File: config.mk
export PLATFORM = sky130hd
export DESIGN_NAME = uart_tx_sched
export DESIGN_NICKNAME = d
export VERILOG_FILES = /design/src/rtl/uart_tx_sched.sv
export SDC_FILE = /design/constraint.sdc
export NUM_CORES = 1
export LEC_CHECK = 0
export BUFFER_PORTS_ARGS = -buffer_cell sky130_fd_sc_hd__buf_2
export CAP_MARGIN = 20
export CORE_UTILIZATION = 40
export DETAILED_ROUTE_END_ITERATION = 16
export GPL_TIMING_DRIVEN = 0
export MAX_ROUTING_LAYER = met4
export SLEW_MARGIN = 30
export SYNTH_ARGS = -nofsm -noshare
export SYNTH_HDL_FRONTEND = slang
export SYNTH_SLANG_ARGS = --single-unit
File: constraint.sdc
create_clock -name clk -period 3.05 [get_ports clk]
set_input_delay 0.61 -clock clk [delete_from_list [all_inputs] [get_ports clk]]
set_output_delay 0.61 -clock clk [all_outputs]
set_load 0.01 [all_outputs]
File: src/rtl/uart_tx_sched.sv
// uart_tx_sched
//   Shares one UART transmit line between NUM_REQ requesters. A round-robin
//   arbiter accepts one byte at a time while idle, and each accepted byte is
//   sent as an 8N1 frame (start, 8 data bits LSB first, stop). The local
//   receiver enable is held low for the whole frame plus GUARD_BITS bit
//   times, so the receiver never hears our own transmission.
//
//   Optional feature: define UART_TX_PARITY_EN to insert an even-parity bit
//   between the last data bit and the stop bit (8E1 framing).
//
// Ports
//   clk        system clock, rising edge
//   reset      asynchronous active-low reset
//   req_valid  per-requester byte valid
//   req_data   requester i byte at [8i+7:8i]
//   req_ready  one-hot accept, combinational, only while idle
//   grant_id   index of the most recently accepted requester
//   busy       frame or guard time in progress
//   tx         UART serial output, idle high
//   rx_enable  receiver enable, low while transmitting and during guard

module uart_tx_sched #(
  parameter int NUM_REQ      = 4,
  parameter int CLKS_PER_BIT = 16,
  parameter int GUARD_BITS   = 1,
  localparam int IDW = (NUM_REQ > 1) ? $clog2(NUM_REQ) : 1,
  localparam int BW  = $clog2(CLKS_PER_BIT)
) (
  input  logic                   clk,
  input  logic                   reset,
  input  logic [NUM_REQ-1:0]     req_valid,
  input  logic [8*NUM_REQ-1:0]   req_data,
  output logic [NUM_REQ-1:0]     req_ready,
  output logic [IDW-1:0]         grant_id,
  output logic                   busy,
  output logic                   tx,
  output logic                   rx_enable
);

  typedef enum logic [2:0] {
    IDLE   = 3'd0,
    START  = 3'd1,
    DATA   = 3'd2,
    PARITY = 3'd3,
    STOP   = 3'd4,
    GUARD  = 3'd5
  } state_t;

  state_t         state_q, state_d;
  logic [IDW-1:0] ptr_q, ptr_d;
  logic [BW-1:0]  baud_q, baud_d;
  logic [2:0]     bit_q, bit_d;
  logic [7:0]     shift_q, shift_d;
  logic [IDW-1:0] grant_q, grant_d;
  logic           tx_q, tx_d;
  logic           rxen_q, rxen_d;
  logic           busy_q, busy_d;
`ifdef UART_TX_PARITY_EN
  logic           par_q, par_d;
`endif

  logic           win_found;
  logic [IDW-1:0] win_idx;
  logic [IDW:0]   cand;
  logic [IDW:0]   ptr_inc;
  logic [IDW-1:0] ptr_nxt;
  logic [7:0]     win_byte;
  logic           baud_wrap;

  // Round-robin search: walk upward from the pointer, wrapping at NUM_REQ.
  // cand carries one extra bit so ptr+k never overflows before the wrap test.
  always_comb begin
    win_found = 1'b0;
    win_idx   = '0;
    cand      = '0;
    for (int k = 0; k < NUM_REQ; k++) begin
      cand = {1'b0, ptr_q} + (IDW+1)'(k);
      if (cand >= (IDW+1)'(NUM_REQ)) cand = cand - (IDW+1)'(NUM_REQ);
      if (!win_found && req_valid[cand[IDW-1:0]]) begin
        win_found = 1'b1;
        win_idx   = cand[IDW-1:0];
      end
    end
  end

  always_comb begin
    ptr_inc = {1'b0, win_idx} + 1'b1;
    ptr_nxt = (ptr_inc == (IDW+1)'(NUM_REQ)) ? '0 : ptr_inc[IDW-1:0];
  end

  assign win_byte = req_data[{win_idx, 3'b000} +: 8];

  // Gated by reset so nothing can be accepted while the block is held in reset.
  assign req_ready = (reset && (state_q == IDLE) && win_found)
                     ? (NUM_REQ'(1) << win_idx) : '0;

  assign baud_wrap = (baud_q == BW'(CLKS_PER_BIT - 1));

  always_comb begin
    state_d = state_q;
    ptr_d   = ptr_q;
    baud_d  = baud_q;
    bit_d   = bit_q;
    shift_d = shift_q;
    grant_d = grant_q;
    tx_d    = tx_q;
    rxen_d  = rxen_q;
    busy_d  = busy_q;
`ifdef UART_TX_PARITY_EN
    par_d   = par_q;
`endif

    if (state_q != IDLE) baud_d = baud_wrap ? '0 : baud_q + 1'b1;

    case (state_q)
      IDLE: begin
        if (win_found) begin
          shift_d = win_byte;
          grant_d = win_idx;
          ptr_d   = ptr_nxt;
          state_d = START;
          tx_d    = 1'b0;
          rxen_d  = 1'b0;
          busy_d  = 1'b1;
          baud_d  = '0;
          bit_d   = '0;
`ifdef UART_TX_PARITY_EN
          par_d   = ^win_byte;
`endif
        end
      end
      START: begin
        // Present bit 0 and pre-shift so shift_q[0] always holds the next bit.
        if (baud_wrap) begin
          state_d = DATA;
          tx_d    = shift_q[0];
          shift_d = {1'b0, shift_q[7:1]};
          bit_d   = '0;
        end
      end
      DATA: begin
        if (baud_wrap) begin
          if (bit_q == 3'd7) begin
`ifdef UART_TX_PARITY_EN
            state_d = PARITY;
            tx_d    = par_q;
`else
            state_d = STOP;
            tx_d    = 1'b1;
`endif
          end else begin
            tx_d    = shift_q[0];
            shift_d = {1'b0, shift_q[7:1]};
            bit_d   = bit_q + 1'b1;
          end
        end
      end
`ifdef UART_TX_PARITY_EN
      PARITY: begin
        if (baud_wrap) begin
          state_d = STOP;
          tx_d    = 1'b1;
        end
      end
`endif
      STOP: begin
        if (baud_wrap) begin
          if (GUARD_BITS > 0) begin
            state_d = GUARD;
            bit_d   = '0;
          end else begin
            state_d = IDLE;
            rxen_d  = 1'b1;
            busy_d  = 1'b0;
          end
        end
      end
      GUARD: begin
        // bit_q counts elapsed guard bit times.
        if (baud_wrap) begin
          if (bit_q == 3'(GUARD_BITS - 1)) begin
            state_d = IDLE;
            rxen_d  = 1'b1;
            busy_d  = 1'b0;
          end else begin
            bit_d   = bit_q + 1'b1;
          end
        end
      end
      default: begin
        state_d = IDLE;
        tx_d    = 1'b1;
        rxen_d  = 1'b1;
        busy_d  = 1'b0;
      end
    endcase
  end

  always_ff @(posedge clk or negedge reset) begin
    if (!reset) begin
      state_q <= IDLE;
      ptr_q   <= '0;
      baud_q  <= '0;
      bit_q   <= '0;
      shift_q <= '0;
      grant_q <= '0;
      tx_q    <= 1'b1;
      rxen_q  <= 1'b1;
      busy_q  <= 1'b0;
`ifdef UART_TX_PARITY_EN
      par_q   <= 1'b0;
`endif
    end else begin
      state_q <= state_d;
      ptr_q   <= ptr_d;
      baud_q  <= baud_d;
      bit_q   <= bit_d;
      shift_q <= shift_d;
      grant_q <= grant_d;
      tx_q    <= tx_d;
      rxen_q  <= rxen_d;
      busy_q  <= busy_d;
`ifdef UART_TX_PARITY_EN
      par_q   <= par_d;
`endif
    end
  end

  assign grant_id  = grant_q;
  assign busy      = busy_q;
  assign tx        = tx_q;
  assign rx_enable = rxen_q;

endmodule
* Yosys cells after proc, flatten, opt, wreduce, memory -nomap -nowiden
Index checks and enable logic that the tools add are counted.
** Operators by class
- Add/sub/neg operators :: 10
- Multipliers :: 0
- Div/mod/pow operators :: 0
- $lt $le $gt $ge :: 8
- Equal/unequal tests :: 17
- Shift-type cells :: 2
- Mux-type cells :: 58
- Bitwise logic cells :: 2
- Reduce and logical (&&, ||, !) cells :: 22
** Operators by type and width (number)
- $mux W3 :: 13
- $mux W8 :: 4
- $shiftx A32 B6 Y8 :: 1
- $pmux W8 S3 :: 1
- $mux W4 :: 5
- $mux W2 :: 9
- $ne A2 B2 Y1 const B :: 9
- $mux W1 :: 17
- $pmux W3 S5 :: 1
- $reduce_and A7 Y1 :: 2
- $eq A3 B3 Y1 const B :: 4
- $lt A2 B3 Y1 const B :: 4
- $pmux W3 S4 :: 1
- $ge A3 B3 Y1 const B :: 3
- $bmux W1 S2 :: 4
- $reduce_and A4 Y1 :: 2
- $sub A2 B1 Y2 const B :: 4
- $add A2 B1 Y3 const B :: 2
- $add A2 B2 Y3 const B :: 2
- $logic_not A3 Y1 :: 2
- $pmux W1 S3 :: 2
- $reduce_bool A3 Y1 :: 2
- $logic_and A1 B1 Y1 :: 5
- $reduce_and A5 Y1 :: 1
- 15 further kinds :: 19
** Word-level totals
- Flip-flop bits (word level) :: 25
- Latch bits :: 0
- RAM bits :: 0
- Bits in read-only memories :: 0
- Input bits :: 38
- Output and inout port bits :: 9
- Memories :: 0

* Logic depth before layout (Yosys ltp)
Gate-level depths: netlist of the first run.
- Word-level depth :: 17
- Gate-level depth with buffers :: 8
- Depth with buffers taken out :: 7

* Least setup slack after synthesis of the first run
Ideal clock, no wire load.
- Path kind :: input to output
- From :: in req_valid[2]
- To :: out req_ready[0]
- Arrival time :: 1738 ps
- Data required time :: 2440 ps
- Path slack :: 702 ps
- Stages :: 4
- Cells stage by stage :: nor4_1 > nor2_1 > buf_4 > and3_1
** On the way
- Cells in the longest elaborated chain, start to end :: 14
- Elaborated cells on any way between the ends :: 25
- Those cells by class :: 1 x shift; 17 x mux; 7 x reduce/logical
** Ends and longest elaborated chain
- start: declaration :: RTL line 31 : input logic [NUM_REQ-1:0] req_valid,
- $bmux W1 S2 :: RTL line 79 : if (!win_found && req_valid[cand[IDW-1:0]]) begin
- $mux W1 (implied by the code) :: RTL line 79
- $mux W1 :: RTL line 79
- $logic_not A1 Y1 :: RTL line 79
- $logic_and A1 B1 Y1 :: RTL line 79
- $mux W1 :: RTL line 79
- $logic_not A1 Y1 :: RTL line 79
- $logic_and A1 B1 Y1 :: RTL line 79
- $mux W1 :: RTL line 79
- $logic_not A1 Y1 :: RTL line 79
- $logic_and A1 B1 Y1 :: RTL line 79
- $mux W2 or $mux W1 (tied branches) :: RTL line 79
- $shl A1 B2 Y4 or $logic_and A1 B1 Y1 (tied branches) :: RTL line 95, 94
- $mux W4 (*) :: RTL line 95 : ? (NUM_REQ'(1) << win_idx) : '0;
- end: declaration :: RTL line 33 : output logic [NUM_REQ-1:0] req_ready,
Mark *: on every way between the ends. The rest lies on a longest branch, timed or not. The select of a mux whose other input is x is not followed.

* Final worst setup path of the first run
- From :: reg state_q[2]
- To :: out req_ready[3]
** On the way
- Cells in the longest elaborated chain, start to end :: 4
** Ends and longest elaborated chain
- start: declaration :: RTL line 49 : state_t state_q, state_d;
- start signal: assignment :: RTL line 214 : state_q <= state_d;
- $logic_not A3 Y1 :: RTL line 94 : assign req_ready = (reset && (state_q == IDLE) && win_found)
- $logic_and A1 B1 Y1 (2 in series) :: RTL line 94
- $mux W4 :: RTL line 95
No other way between the ends.

==> results.toml, run 1 <==
[worst_hold_path]
holdCritPathClass = "in -> async"

[power_and_ir_drop]
p_leak_nw = 1.03
seq_power_share_pct = 34.5
total_power_mw = 1.63
ir_worst_vdd_mv = 0.470
p_int_mw = 0.996
power_density_nw_per_um2 = 779
p_sw_mw = 0.635
p_comb_share_pct = 53.3
swShare_pct = 38.9
p_clk_share_pct = 12.3

[worst_setup_path]
rr_worst_depth = 8
cp_slowest_cell = "or3_1"
cp.required_ps = 2440
path_cells = "clkbuf_1, or3_1, clkbuf_1, nor2_2, buf_4, and3_1, buf_2"
path_max_fanout = 10
crit_path_end_kind = "output pin"
startpoint_type = "register"
crit_arrival_ps = 2260
max_stage_delay_ps = 400
crit_type = "reg -> out"
reg2reg_from = "bit_q[0]$_DFFE_PN0P_"
rrSetupSlack_ps = 740
crit_top_cell = "clkbuf_1"
reg2reg_to = "shift_q[3]$_DFFE_PN0P_"

[yosys]
ys_types = 46
synth_warnings = 0
async_flop_share_pct = 100
yosys.area.top_type_share_pct = 32.9
netlist.top_cell.by_area = "dfrtp_1"
netlist_area_um2 = 1750
syn_inst = 180
synth_edf_count = 0
synth_flop_cell = "dfrtp_1"
ys_seq_area_share_pct = 35.9
ys_top_cells_by_area = "dfrtp_1, mux4_2, ha_1"
syn-num-nets = 226
synthTopCellsByCount = "dfrtp_1, nand2_1, nor2_1"
yosysMostFrequentCell = "dfrtp_1"
synth-seq-cells = 25
avgSynthCellArea_um2 = 9.71

[sta]
finalCritPeriodShare_pct = 94.0
rsz0062_at_grt = "no"
setup_tns_ps = 0
min_period_ps = 2870
skew_ps = 3.76
whs_ps = 349
fmax_mhz = 349
hold_viol = 0
final_max_slew_viol_count = 0
slew-limit-headroom_pct = 56.7
tightest_slew_ps = 650
layout_setup_ws_ps = 182
setup_viol = 0

[drt]
dr_total_vias = 1520
dr.pass1.iters = 4
wl_per_cell_um = 13.6
drc = 0
drt_iter0_drc = 84
drt_wl_total_mm = 3.82
avgViaCountPerCell = 5.43
ant_nets = 0

[clock_network]
numClockSinks = 25
cts_buffer_depth = 2
cts_root_buffer = "clkbuf_8"
cts_tree = "yes"
clk_latency_ps = 270
hold_buffers = 0
numCtsBuffers = 3
path_clk_slew_ps = 90
htree_num_levels = 1
post-cts-setup-buffers = 0

[floorplan]
die-area_um2 = 4640
rows = 23
ios = 47
initial_utilization_pct = 42.8
fp.dieH_um = 68.1
core_area_um2 = 4090
die_width_um = 68.1

[grt]
grt_pass1_wl_mm = 6.07
grt.total_usage_pct = 17.9
grt_antenna_before_repair = 0
grt-ovfl-total = 0
grt_pass1_vias = 1300
grt_max_degree = 30

[placement]
place_area_um2 = 2040
portBuffers = 46
hpwl_mm = 2.77
gp_congestion = 0.769
pre_cts_ws_ps = 20.9

[flow_run]
drv_cap = 0

[layout]
seq_area_um2 = 628
multi_input_area_um2 = 1040
drive_gt1_share_pct = 30.4
antenna_cells = 0
stdcell_area_um2 = 2090
synthToLayoutAreaGrowth_pct = 19.8
num-fill-cells = 409
nets = 277

[status]
status = "finished clean"
==> kinds of logic (layout without fill, tap and decap cells) <==
group / after synthesis / count (layout) / synth area share, %
flip-flops: 25 / 25 / 35.9
buffers and inverters: 19 / 69 / 5.23
AO/OA/AOI/OAI: 53 / 53 / 21.3
AND/OR/NAND/NOR: 60 / 60 / 17.1
adder cells (fa/ha/maj): 8 / 8 / 5.73
multiplexers: 15 / 15 / 14.7
==> cell type report <==
type	count	share of cell area (%)
plain buffers	9	2.57
clock buffers	4	2.15
inverters	10	1.79
multi-input cells	136	49.5
flip-flops and latches	25	30.0
well taps	50	2.99
repair buffers	46	11.0
==> layout by cell type (no fill, tap or decap), types with 2 or more instances in the layout <==
cell type	instances
nand2_1	16
mux2i_1	5
and2_1	7
nand2b_1	3
dfrtp_1	23
a2bb2oi_1	2
a21oi_1	13
a22o_1	2
ha_1	8
clkbuf_1	6
dfstp_2	2
nor3_1	4
and3_1	5
mux2_2	2
nor2_1	13
o22a_1	3
clkbuf_8	3
mux4_2	7
o21ai_0	11
a211o_1	7
a21boi_0	2
buf_2	47
nor2b_1	4
buf_6	2
inv_1	10
==> state kept, by name, summed over array words and instances (netlist names) <==
register / cells
ptr_q: 2
baud_q: 4
busy: 1
state_q: 3
rx_enable: 1
bit_q: 3
grant_id: 2
shift_q: 8
tx: 1
==> power groups by stage <==
stage / Sequential [mW] / Combinational, mW / Clock [mW]
floorplan: 0.559 / 0.677 / 0
global placement: 0.566 / 0.869 / 0
detailed placement: 0.567 / 0.875 / 0
CTS: 0.563 / 0.880 / 0.209
global route: 0.582 / 0.978 / 0.223
finish: 0.562 / 0.868 / 0.200
==> per-stage QoR <==
step | instances | util [%]
finish | 280 | 51.3
global route | 280 | 51.3
CTS | 280 | 51.0
detailed placement | 276 | 49.9
global placement | 276 | 49.9
floorplan | 180 | -
==> worst max-delay path by stage <==
stage / slack, ps / from / endpoint / cells past startpoint
floorplan: 700 / req_valid[2] / req_ready[0] / 4
global placement: 20 / req_valid[3] / req_ready[3] / 6
CTS: 7 / state_q[2]$_DFFE_PN0P_ / req_ready[1] / 7
detailed placement: 20 / req_valid[3] / req_ready[1] / 6
global route: 9 / state_q[2]$_DFFE_PN0P_ / req_ready[3] / 7
finish: 180 / state_q[2]$_DFFE_PN0P_ / req_ready[3] / 7
==> what timing repair did <==
item,in CTS,in global routing
resized for setup,0,2
hold endpoints to repair,0,0
endpoints found under the setup margin,0,4
==> critical path: cells and delay by family, from the launching register on <==
kind	cells	cell delay, ps
simple gates	3	870
flops	1	380
buf+inv	4	740
==> routing by layer <==
metal | GRT usage, % | routed length [um] | up-vias
met5 | - | 0 | -
met4 | 4.17 | 42 | 0
met3 | 4.33 | 161 | 4
met2 | 26.1 | 1790 | 41
met1 | 24.9 | 1830 | 716
li1 | - | - | 759
(Power assumes the default switching activity.)
==> run 2, diff against run 1 <==
Settings changed: CORE_ASPECT_RATIO from default to 1.2, CORE_MARGIN from default to 1.5.
==> run 2 against run 1 <==
  * Combinational power down 1%
  * Register-to-register slack better by 30 ps
  * Core utilization down 1.7 points
  * Die area up 3.0%
  * Critical path depth unchanged
  * Critical path type unchanged
  * Critical endpoint unchanged
  * Largest cell class unchanged
==> results.toml, run 2 (synthesized netlist as in run 1, its figures left out) <==
[worst_setup_path]
cp_slowest_cell = "or3_1"
crit_path_end_kind = "output pin"
path_max_fanout = 10
reg2reg_to = "shift_q[3]$_DFFE_PN0P_"
crit_type = "reg -> out"
path_cells = "clkbuf_1, or3_1, clkbuf_1, nor2_2, buf_4, and3_1, buf_2"
crit_arrival_ps = 2230
path_delay_family = "simple AND/OR/NAND/NOR gates"
startpoint = "state_q[2]$_DFFE_PN0P_"
crit_buf_inv = 4
rr_worst_depth = 8
crit_cells = 7
cp.required_ps = 2440
reg2reg_from = "bit_q[0]$_DFFE_PN0P_"
max_stage_delay_ps = 390
crit_top_cell = "clkbuf_1"
rrSetupSlack_ps = 770
startpoint_type = "register"

[drt]
wl_per_cell_um = 12.8
drt_wl_total_mm = 3.67
drt_iter0_drc = 53
drc = 0
dr_total_vias = 1511
avgViaCountPerCell = 5.28
dr.pass1.iters = 4
ant_nets = 0

[clock_network]
hold_buffers = 0
path_clk_slew_ps = 90
numClockSinks = 25
cts_resized = 0
cts_root_buffer = "clkbuf_8"
cts_buffer_depth = 2
clk_latency_ps = 280
numCtsBuffers = 3
post-cts-setup-buffers = 0
cts_tree = "yes"
htree_num_levels = 1

[sta]
min_period_ps = 2840
skew_ps = 4.14
fmax_mhz = 352
finalCritPeriodShare_pct = 93.0
setup_tns_ps = 0
tightest_slew_ps = 800
setup_viol = 0
slew-limit-headroom_pct = 46.2
hold_viol = 0
rsz0062_at_grt = "no"
final_max_slew_viol_count = 0

[grt]
grt.total_usage_pct = 17.2
grt_max_degree = 30
grt_antenna_before_repair = 0
grt-ovfl-total = 0
grt_pass1_vias = 1383
grt_pass1_wl_mm = 6.29

[layout]
drive_gt1_share_pct = 30.4
top_register = "shift_q"
antenna_cells = 0
num-fill-cells = 423
synthToLayoutAreaGrowth_pct = 20.0
utilization_pct = 49.6
final_cell_mix = "buf_2, dfrtp_1, nand2_1, a21oi_1, nor2_1"
top_regs = "shift_q: 8 flops, baud_q: 4 flops"
final_common_cell = "buf_2"
finalNonFillerCells = 286
largest_register_ffs = 8
nets = 277
stdcell_area_um2 = 2100

[floorplan]
ios = 47
initial_utilization_pct = 41.3
fp.dieH_um = 75.4
die-area_um2 = 4780
die_width_um = 63.3
core_area_um2 = 4230
rows = 26

[power_and_ir_drop]
power_density_nw_per_um2 = 780
ir_worst_vdd_mv = 0.330
p_leak_nw = 1.03

[placement]
hpwl_mm = 2.77
portBuffers = 46
placed_cells = 282
place_area_um2 = 2050
gp_congestion = 0.737

[worst_hold_path]
holdCritPathClass = "in -> async"

[flow_run]
drv_cap = 0

[status]
status = "finished clean"
[run 2: changes by cell type in the layout (fill, tap and decap cells not counted)]
cell      change
nor4_2        -1
nor4_1        +1
clkbuf_1      -1
clkinv_2      +1
[run 2: final cells by class]
type                            count  area (um2)  area share (%)
Buffer                              9        53.8            2.57
Clock buffer                        3        41.3            1.97
Clock inverter                      1        5.00           0.239
Inverter                           10        37.5            1.79
Multi-Input combinational cell    136        1030            49.2
Sequential cell                    25         628            30.0
Tap cell                           56        70.1            3.34
Timing Repair Buffer               46         230            11.0
[run 2: power breakdown]
part / switching, mW / total (mW) / internal, mW
sequential: 0.0964 / 0.567 / 0.470
combinational: 0.428 / 0.859 / 0.431
clock: 0.117 / 0.209 / 0.0919
total: 0.641 / 1.64 / 0.994
[run 2: worst max-delay path by stage]
| stage | slack, ps | to |
|---|---|---|
| 2_1_floorplan | 700 | req_ready[0] |
| 3_3_place_gp | 120 | req_ready[3] |
| 3_5_place_dp | 120 | req_ready[3] |
| 4_1_cts | 10 | req_ready[3] |
| 5_1_grt | 20 | req_ready[0] |
| 6_report | 210 | req_ready[3] |
[run 2: metal layers]
metal | wire [um] | vias up | track usage [%] | share of wire (%)
li1 | - | 761 | - | -
met1 | 1680 | 707 | 20.3 | 46
met2 | 1790 | 38 | 29.6 | 49
met3 | 144 | 5 | 2.66 | 3.9
met4 | 63 | 0 | 7.73 | 1.7
met5 | 0 | - | - | 0
[run 2: worst register-to-register path: stages, from the launching register on]
cell      delay (ps)
dfrtp_1          400
ha_1             210
ha_1             230
or3b_2           450
a21oi_1          180
o21bai_2         140
buf_6            170
and2_1           150
a211o_1          250
[run 2: through the flow]
| step | power, mW | hold WS [ps] | setup slack (ps) |
|---|---|---|---|
| after floorplan | 1.24 | 314 | 702 |
| after global placement | 1.43 | 454 | 122 |
| after detailed placement | 1.44 | 454 | 117 |
| after CTS | 1.66 | 349 | 14.3 |
| after global routing | 1.78 | 385 | 17.6 |
| final | 1.64 | 321 | 212 |
==> run 3, diff against run 2 <==
Settings changed: RECOVER_POWER from default to 50.
Clock period 3.05 ns to 3.7 ns, I/O delays scaled along.
==> run 3 against run 2 <==
  * Core utilization down 0.18 points
  * Sequential power is 17% lower
  * Routed wire length fell by 0.25%
  * Register-to-register slack better by 650 ps
  * Count of clock-buffer cells in the layout stayed put
  * First-iteration DRC count did not move
  * Die area unchanged
  * Worst hold slack better by 140 ps
  * Critical path type is now in -> out
==> results.toml, run 3 (synthesized netlist as in run 1, its figures left out) <==
[power_and_ir_drop]
swShare_pct = 39.3
seq_power_share_pct = 34.8
p_int_mw = 0.815
p_clk_share_pct = 12.7
p_comb_share_pct = 52.4
p_leak_nw = 1.02
ir_worst_vdd_mv = 0.272
power_density_nw_per_um2 = 642
p_sw_mw = 0.527

[clock_network]
path_clk_slew_ps = 90
numCtsBuffers = 3
cts_root_buffer = "clkbuf_8"
numClockSinks = 25
hold_buffers = 0
clk_latency_ps = 280
htree_num_levels = 1
cts_resized = 0
post-cts-setup-buffers = 0
cts_tree = "yes"
cts_buffer_depth = 2

[layout]
largest_register_ffs = 8
final_common_cell = "buf_2"
top_register = "shift_q"
stdcell_area_um2 = 2090
top_regs = "shift_q: 8 flops, baud_q: 4 flops"
synthToLayoutAreaGrowth_pct = 19.5
drive_gt1_share_pct = 28.3
nets = 277
finalNonFillerCells = 286
final_cell_mix = "buf_2, dfrtp_1, nand2_1, nor2_1, a21oi_1"
antenna_cells = 0

[worst_setup_path]
crit_arrival_ps = 2410
crit_path_end_kind = "output pin"
path_max_fanout = 10
cp.required_ps = 2960
rr_worst_depth = 8
crit_type = "in -> out"
startpoint_type = "input port"

[placement]
gp_congestion = 0.737
place_area_um2 = 2050
portBuffers = 46
hpwl_mm = 2.77
placed_cells = 282

[floorplan]
core_area_um2 = 4230
die-area_um2 = 4780
die_width_um = 63.3
initial_utilization_pct = 41.3
ios = 47
fp.dieH_um = 75.4
rows = 26

[flow_run]
drv_cap = 0

[sta]
tightest_slew_ps = 1460
final_max_slew_viol_count = 0
skew_ps = 5.37
finalCritPeriodShare_pct = 85.2
slew-limit-headroom_pct = 2.92
setup_tns_ps = 0
fmax_mhz = 317
hold_viol = 0
setup_viol = 0
min_period_ps = 3150
rsz0062_at_grt = "no"

[worst_hold_path]
whs_path_depth = 2
holdCritPathClass = "reg -> reg"

[drt]
drt_wl_total_mm = 3.66
drt_iter0_drc = 53
drc = 0
avgViaCountPerCell = 5.29
dr_total_vias = 1512
wl_per_cell_um = 12.8
dr.pass1.iters = 4
ant_nets = 0

[grt]
grt.total_usage_pct = 17.2
grt_pass1_wl_mm = 6.29
grt_pass1_vias = 1383
grt-ovfl-total = 0
grt_max_degree = 30
grt_antenna_before_repair = 0

[status]
status = "finished clean"
run 3: final timing paths:
kind | slack [ps] | from | endpoint
max | 550 | req_valid[3] | req_ready[3]
min | 460 | tx$_DFFE_PN1P_ | tx$_DFFE_PN1P_
max reg2reg | 1420 | bit_q[0]$_DFFE_PN0P_ | shift_q[3]$_DFFE_PN0P_
min reg2reg | 460 | tx$_DFFE_PN1P_ | tx$_DFFE_PN1P_
max in group asynchronous | 2060 | reset | bit_q[1]$_DFFE_PN0P_
min in group asynchronous | 780 | reset | baud_q[3]$_DFF_PN0_
run 3: through the flow:
step           util, %  hold slack, ps  setup slack (ps)  total power [mW]
2_1_floorplan        -             444              1090              1.02
3_3_place_gp      48.4             454               512              1.18
3_5_place_dp      48.4             454               507              1.19
4_1_cts           49.5             469               516              1.37
5_1_grt           49.4             494               312              1.47
6_report          49.4             463               549              1.34
run 3: metal layers:
layer | share of wire, % | GRT usage [%] | vias to the layer above
li1 | - | - | 761
met1 | 46 | 20.3 | 708
met2 | 48 | 29.6 | 38
met3 | 3.9 | 2.66 | 5
met4 | 1.7 | 7.73 | 0
met5 | 0 | - | -
run 3: final cells by class:
class / count / area [um2]
Multi-Input combinational cell: 136 / 1030
Clock inverter: 1 / 5.00
Clock buffer: 3 / 41.3
Sequential cell: 25 / 628
Tap cell: 56 / 70.1
Buffer: 9 / 53.8
Fill cell: 425 / 2140
Inverter: 10 / 37.5
Timing Repair Buffer: 46 / 225
run 3: power groups by stage:
| stage | clock [mW] | combinational (mW) | sequential (mW) |
|---|---|---|---|
| finish | 0.171 | 0.704 | 0.468 |
| global route | 0.184 | 0.800 | 0.483 |
| CTS | 0.179 | 0.719 | 0.466 |
| detailed placement | 0 | 0.717 | 0.469 |
| global placement | 0 | 0.707 | 0.468 |
| floorplan | 0 | 0.558 | 0.461 |
run 3: worst max-delay path, stage by stage:
cell and delay [ps]:
buf_2 140, nor4_1 640, nor2_1 310, buf_4 260, and3_1 180, buf_2 140
